### config.mk
export PLATFORM = sky130hd
export DESIGN_NAME = reg_alu_sequencer
export DESIGN_NICKNAME = d
export VERILOG_FILES = /design/src/rtl/reg_seq_pkg.sv /design/src/rtl/reg_seq_alu.sv /design/src/rtl/reg_alu_sequencer.sv
export SDC_FILE = /design/constraint.sdc
export NUM_CORES = 1
export LEC_CHECK = 0
export CAP_MARGIN = 20
export CORE_MARGIN = 5
export CORE_UTILIZATION = 30
export DETAILED_ROUTE_END_ITERATION = 6
export DONT_BUFFER_PORTS = 1
export GPL_ROUTABILITY_DRIVEN = 0
export SYNTH_ARGS = -nofsm -noshare
export SYNTH_HDL_FRONTEND = slang
export SYNTH_SLANG_ARGS = --single-unit
export TNS_END_PERCENT = 5
### constraint.sdc
create_clock -name clock -period 9.6 [get_ports clock]
set_clock_uncertainty 0.15 [all_clocks]
set_input_delay 1.92 -clock clock [delete_from_list [all_inputs] [get_ports clock]]
set_output_delay 1.92 -clock clock [all_outputs]
set_load 0.02 [all_outputs]
### src/rtl/reg_seq_pkg.sv
// Shared opcodes, FSM encoding and default sizes for the register-file ALU sequencer.
package reg_seq_pkg;

  localparam int WIDTH_DEF = 8;
  localparam int AW_DEF    = 3;
  localparam int OP_W      = 3;

  localparam logic [OP_W-1:0] OP_ADD  = 3'd0;
  localparam logic [OP_W-1:0] OP_SUB  = 3'd1;
  localparam logic [OP_W-1:0] OP_AND  = 3'd2;
  localparam logic [OP_W-1:0] OP_OR   = 3'd3;
  localparam logic [OP_W-1:0] OP_XOR  = 3'd4;
  localparam logic [OP_W-1:0] OP_LDI  = 3'd5;
  localparam logic [OP_W-1:0] OP_MOV  = 3'd6;
  localparam logic [OP_W-1:0] OP_ADDI = 3'd7;

  typedef enum logic [1:0] {
    ST_IDLE = 2'd0,
    ST_RD_A = 2'd1,
    ST_RD_B = 2'd2,
    ST_WR   = 2'd3
  } seq_state_e;

  // Ops ADD..XOR are the only ones that fetch a second register operand.
  function automatic logic op_reads_b(input logic [OP_W-1:0] op);
    return (op <= OP_XOR);
  endfunction

endpackage

### src/rtl/reg_seq_alu.sv
// Combinational ALU for the sequencer: produces the commit value and carry/borrow.
module reg_seq_alu
  import reg_seq_pkg::*;
#(
  parameter int WIDTH = WIDTH_DEF
) (
  input  logic [OP_W-1:0]  op_i,
  input  logic [WIDTH-1:0] a_i,
  input  logic [WIDTH-1:0] b_i,
  input  logic [WIDTH-1:0] imm_i,
  output logic [WIDTH-1:0] y_o,
  output logic             carry_o
);

  logic [WIDTH:0] sum;
  logic [WIDTH:0] diff;

  always_comb begin
    sum     = {1'b0, a_i} + {1'b0, ((op_i == OP_ADDI) ? imm_i : b_i)};
    // The extra top bit of the difference is the borrow (a < b).
    diff    = {1'b0, a_i} - {1'b0, b_i};
    y_o     = '0;
    carry_o = 1'b0;
    case (op_i)
      OP_ADD:  begin y_o = sum[WIDTH-1:0];  carry_o = sum[WIDTH];  end
      OP_SUB:  begin y_o = diff[WIDTH-1:0]; carry_o = diff[WIDTH]; end
      OP_AND:  y_o = a_i & b_i;
      OP_OR:   y_o = a_i | b_i;
      OP_XOR:  y_o = a_i ^ b_i;
      OP_LDI:  y_o = imm_i;
      OP_MOV:  y_o = a_i;
      OP_ADDI: begin y_o = sum[WIDTH-1:0];  carry_o = sum[WIDTH];  end
      default: begin y_o = '0; carry_o = 1'b0; end
    endcase
  end

endmodule

### src/rtl/reg_alu_sequencer.sv
// Sole driver of an always-writing register file: fetches operands through its
// combinational read port, computes one ALU op, and commits with a single write.
module reg_alu_sequencer
  import reg_seq_pkg::*;
#(
  parameter int WIDTH = WIDTH_DEF,
  parameter int AW    = AW_DEF
) (
  input  logic             clock,
  input  logic             reset,
  input  logic             cmd_valid,
  output logic             cmd_ready,
  input  logic [OP_W-1:0]  cmd_op,
  input  logic [AW-1:0]    cmd_dst,
  input  logic [AW-1:0]    cmd_src_a,
  input  logic [AW-1:0]    cmd_src_b,
  input  logic [WIDTH-1:0] cmd_imm,
  output logic [AW-1:0]    rf_read,
  output logic [AW-1:0]    rf_write,
  output logic [WIDTH-1:0] rf_din,
  input  logic [WIDTH-1:0] rf_dout,
  output logic             done,
  output logic [WIDTH-1:0] result,
  output logic             zero,
  output logic             carry
);

  // Handshake: a command transfers on a rising edge where cmd_valid && cmd_ready.
  // cmd_ready is a pure function of state (high only in IDLE); command fields
  // are sampled only on that transfer edge, so a held cmd_valid is harmless.

  seq_state_e state_q, state_d;

  logic [OP_W-1:0]  op_q;
  logic [AW-1:0]    dst_q, src_a_q, src_b_q, ptr_q;
  logic [WIDTH-1:0] imm_q, a_q, b_q, result_q;
  logic             zero_q, carry_q, done_q;

  logic [AW-1:0]    rf_addr;
  logic [WIDTH-1:0] alu_y;
  logic             alu_carry;

  reg_seq_alu #(.WIDTH(WIDTH)) u_alu (
    .op_i    (op_q),
    .a_i     (a_q),
    .b_i     (b_q),
    .imm_i   (imm_q),
    .y_o     (alu_y),
    .carry_o (alu_carry)
  );

  // Every non-WR cycle rewrites the addressed register with its own value.
  always_comb begin
    state_d   = state_q;
    cmd_ready = 1'b0;
    rf_addr   = ptr_q;
    rf_din    = rf_dout;
    case (state_q)
      ST_IDLE: begin
        cmd_ready = 1'b1;
        if (cmd_valid) state_d = (cmd_op == OP_LDI) ? ST_WR : ST_RD_A;
      end
      ST_RD_A: begin
        rf_addr = src_a_q;
        state_d = op_reads_b(op_q) ? ST_RD_B : ST_WR;
      end
      ST_RD_B: begin
        rf_addr = src_b_q;
        state_d = ST_WR;
      end
      ST_WR: begin
        rf_addr = dst_q;
        rf_din  = alu_y;
        state_d = ST_IDLE;
      end
      default: state_d = ST_IDLE;
    endcase
  end

  assign rf_read  = rf_addr;
  assign rf_write = rf_addr;

  always_ff @(posedge clock or negedge reset) begin
    if (!reset) begin
      state_q  <= ST_IDLE;
      op_q     <= '0;
      dst_q    <= '0;
      src_a_q  <= '0;
      src_b_q  <= '0;
      imm_q    <= '0;
      a_q      <= '0;
      b_q      <= '0;
      ptr_q    <= '0;
      result_q <= '0;
      zero_q   <= 1'b0;
      carry_q  <= 1'b0;
      done_q   <= 1'b0;
    end else begin
      state_q <= state_d;
      done_q  <= (state_q == ST_WR);
      if (state_q == ST_IDLE && cmd_valid) begin
        op_q    <= cmd_op;
        dst_q   <= cmd_dst;
        src_a_q <= cmd_src_a;
        src_b_q <= cmd_src_b;
        imm_q   <= cmd_imm;
      end
      if (state_q == ST_RD_A) a_q <= rf_dout;
      if (state_q == ST_RD_B) b_q <= rf_dout;
      if (state_q == ST_WR) begin
        result_q <= alu_y;
        zero_q   <= (alu_y == '0);
        carry_q  <= alu_carry;
        ptr_q    <= dst_q;
      end
    end
  end

  assign done   = done_q;
  assign result = result_q;
  assign zero   = zero_q;
  assign carry  = carry_q;

endmodule

==> results.rst <==
.. list-table::
   :header-rows: 1

   * - Metric
     - Value
   * - Fraction of synthesis flops using an asynchronous set or reset pin
     - 100%
   * - Clock period minus worst slack
     - a little over 6 ns
   * - Clock tree root buffer cell
     - sky130_fd_sc_hd__clkbuf_16
   * - Overflow left after global routing
     - 0
   * - Antenna diodes
     - 0
   * - Count of unresolved DRC violations after routing
     - 0
   * - CTS tree
     - built
   * - Slew headroom
     - roughly a third
   * - Mean instance size in the synthesized netlist
     - 9.56 um2
   * - Clock latency at the later pin of the worst-skew pair
     - ~0.30 ns
   * - Final setup violation count
     - 0
   * - Global-route wire length before repair
     - between 15 and 20 mm
   * - Total detailed-routing wirelength
     - slightly below 10 mm
   * - Area of the mapped netlist
     - 3780 um2
   * - Fin Setup TNS
     - 0 ns
   * - Via count
     - about 2900
   * - Number of DRC violations after detailed-routing iteration 0
     - around 170
   * - Max-cap violation count
     - 0
   * - Resized cells post-CTS
     - 0
   * - Flip-flop and latch count after synthesis
     - 52
   * - Via count of the first global-routing pass
     - 2936
   * - Req. time, crit path
     - approximately 7.5 ns
   * - Drt wl/cell
     - 17.4 um
   * - Post-CTS setup repair buffer count
     - 0
   * - Antenna violations before repair
     - 0
   * - Chip Height
     - roughly 120 um
   * - Overall die width
     - approximately 120 um
   * - Number of pins with negative max-slew slack in the final report
     - 0
   * - Ratio of final minimum period to clock period
     - 64.4%
   * - Most instantiated flip-flop cell in the synthesis netlist
     - sky130_fd_sc_hd__dfrtp_1
   * - Run status
     - completed
   * - Proportion of layout cells with a drive suffix above 1
     - roughly an eighth
   * - Starting utilization of the core area
     - between 30% and 40%
   * - Endpoint type of the worst setup path
     - output pin
   * - Drt first pass iters
     - 5
   * - Data arrival time of the critical path
     - roughly 4 ns
   * - Kind of path behind the tightest hold check
     - reg -> reg
   * - Core area
     - approximately 13000 um2
   * - Dpl hpwl
     - between 7 and 8 mm
   * - Commonest cells after routing, fill and taps aside
     - sky130_fd_sc_hd__dfrtp_1, sky130_fd_sc_hd__o21ai_0, sky130_fd_sc_hd__ha_1
   * - Worst Tran Pin Value
     - between 1 and 1.5 ns
   * - CP Max Fanout
     - 34
   * - Total of hold buffers inserted after clock tree synthesis
     - 0
   * - Number of distinct library cell variants in the gate-level netlist after synthesis
     - between 50 and 60
   * - Final hold violation count
     - 0
   * - CP Class
     - reg -> out
   * - Setup repair after global routing missed its margin
     - false
   * - TritonCTS buffer count
     - 5
   * - Launching element type of the critical path
     - flip-flop
   * - Clock transition at path regs
     - 0.07 ns
   * - Pin count of the biggest net entering global routing
     - 53
   * - Gr usage total
     - 13.4%
   * - Final net count
     - ~450
   * - Number of H-tree levels
     - 2
   * - Post-synthesis cell count
     - 396
   * - IO buf count
     - 0
   * - Die area
     - 15000 um2
   * - Mapped Nets
     - ~470
   * - Leading cell type in the layout, fill and taps excluded
     - sky130_fd_sc_hd__dfrtp_1
   * - Antenna-violating nets left
     - 0
   * - Number of primary I/O pins
     - 57
   * - Post-synth EDFFs
     - 0
   * - Number of clock sinks
     - 52
   * - Number of placement rows
     - slightly above 40
   * - Post-synthesis sequential area ratio
     - roughly a third
   * - Number of synthesis warnings
     - 0
   * - Maximum buffer depth of the clock tree
     - 2
   * - Layout overhead on the synthesized area
     - 6.08%
   * - Detailed-route vias per instance
     - around 5.3
   * - Max Clk Rate
     - around 0.16 GHz
## final cells by class
cell class	instances	area, um2
fill	1323	8500
multi-input combinational	286	2210
sequential	52	1300
tap	172	215
inverter	35	131
clock buffer	5	125
clock inverter	3	22.5
timing repair buffer	1	7.51
## worst paths after layout
| path | startpoint | to | slack (ns) | cells after the start |
|---|---|---|---|---|
| hold reg to reg | src_a_q[0]$_DFFE_PN0P_ | src_a_q[0]$_DFFE_PN0P_ | 0.36 | 1 |
| setup reg to reg | op_q[0]$_DFFE_PN0P_ | zero$_DFFE_PN0P_ | 5.55 | 10 |
| hold / removal | src_a_q[0]$_DFFE_PN0P_ | src_a_q[0]$_DFFE_PN0P_ | 0.36 | 1 |
| setup / recovery | op_q[0]$_DFFE_PN0P_ | rf_din[7] | 3.41 | 9 |
| max in group asynchronous | reset | a_q[7]$_DFFE_PN0N_ | 8.04 | 0 |
| min in group asynchronous | reset | imm_q[0]$_DFFE_PN0P_ | 1.16 | 0 |
## per-layer routing
| layer | global-route usage [%] | share of wire [%] | vias up |
|---|---|---|---|
| met3 | 3.59 | 6.4 | 25 |
| met1 | 16.6 | 42 | 1410 |
| met5 | 0 | 0 | - |
| met4 | 6.23 | 3.8 | 0 |
| met2 | 21.6 | 47 | 115 |
| li1 | - | - | 1363 |
## Yosys cell counts, types with 4 or more instances
cell / n / area [um2]
sky130_fd_sc_hd__xnor2_1: 5 / 43.8
sky130_fd_sc_hd__nor2_1: 19 / 71.3
sky130_fd_sc_hd__dfrtp_1: 52 / 1300
sky130_fd_sc_hd__buf_6: 4 / 45.0
sky130_fd_sc_hd__buf_4: 6 / 45.0
sky130_fd_sc_hd__o21a_1: 5 / 37.5
sky130_fd_sc_hd__mux2_2: 31 / 349
sky130_fd_sc_hd__nor2b_1: 11 / 68.8
sky130_fd_sc_hd__and3_1: 5 / 31.3
sky130_fd_sc_hd__mux2i_1: 8 / 80.1
sky130_fd_sc_hd__a21o_1: 4 / 30.0
sky130_fd_sc_hd__ha_1: 39 / 488
sky130_fd_sc_hd__clkbuf_1: 12 / 45.0
sky130_fd_sc_hd__a21oi_1: 15 / 75.1
sky130_fd_sc_hd__inv_1: 35 / 131
sky130_fd_sc_hd__nor3_1: 5 / 25.0
sky130_fd_sc_hd__nand2_1: 33 / 124
sky130_fd_sc_hd__a211o_1: 5 / 43.8
sky130_fd_sc_hd__o21ai_0: 40 / 200
sky130_fd_sc_hd__nand3_1: 5 / 25.0
## flip-flops by register name (all words and copies together), names as in the netlist
name / count
dst_q: 3
state_q: 2
zero: 1
imm_q: 8
src_b_q: 3
a_q: 8
ptr_q: 3
carry: 1
result: 8
b_q: 8
op_q: 3
src_a_q: 3
done: 1
## critical path, stage by stage, from the launching register on
cell	delay, ns
sky130_fd_sc_hd__dfrtp_1	1.02
sky130_fd_sc_hd__nand3_1	0.48
sky130_fd_sc_hd__mux2_2	0.41
sky130_fd_sc_hd__ha_1	0.32
sky130_fd_sc_hd__and3_1	0.21
sky130_fd_sc_hd__a211oi_1	0.34
sky130_fd_sc_hd__and2_1	0.21
sky130_fd_sc_hd__o21ai_0	0.10
sky130_fd_sc_hd__a221oi_1	0.45
sky130_fd_sc_hd__a21oi_1	0.27
## stage by stage
step | worst slack [ns] | utilization (%) | hold slack [ns] | instance area, um2 | cells
CTS | 3.47 | 32.1 | 0.362 | 4020 | 554
global placement | 3.92 | 30.9 | 0.338 | 3870 | 546
global route | 3.12 | 32.1 | 0.382 | 4020 | 554
floorplan | 4.65 | - | 0.319 | 3780 | 396
detailed placement | 3.79 | 30.9 | 0.346 | 3870 | 546
finish | 3.41 | 32.1 | 0.359 | 4020 | 554
## kinds of logic (layout without fill, tap and decap cells)
logic type / count (synthesis) / after routing / synth area share, %
compound gates: 102 / 102 / 18.3
xor+xnor: 8 / 8 / 1.85
mux: 39 / 39 / 11.3
simple gates: 96 / 96 / 13.0
buf+inv: 58 / 44 / 7.17
flops: 52 / 52 / 34.4
fa+ha+maj: 41 / 41 / 14.0
Power is left out: the tool's default activity adds up to more than one toggle a clock period on the data nets, which glitch-free logic cannot reach.
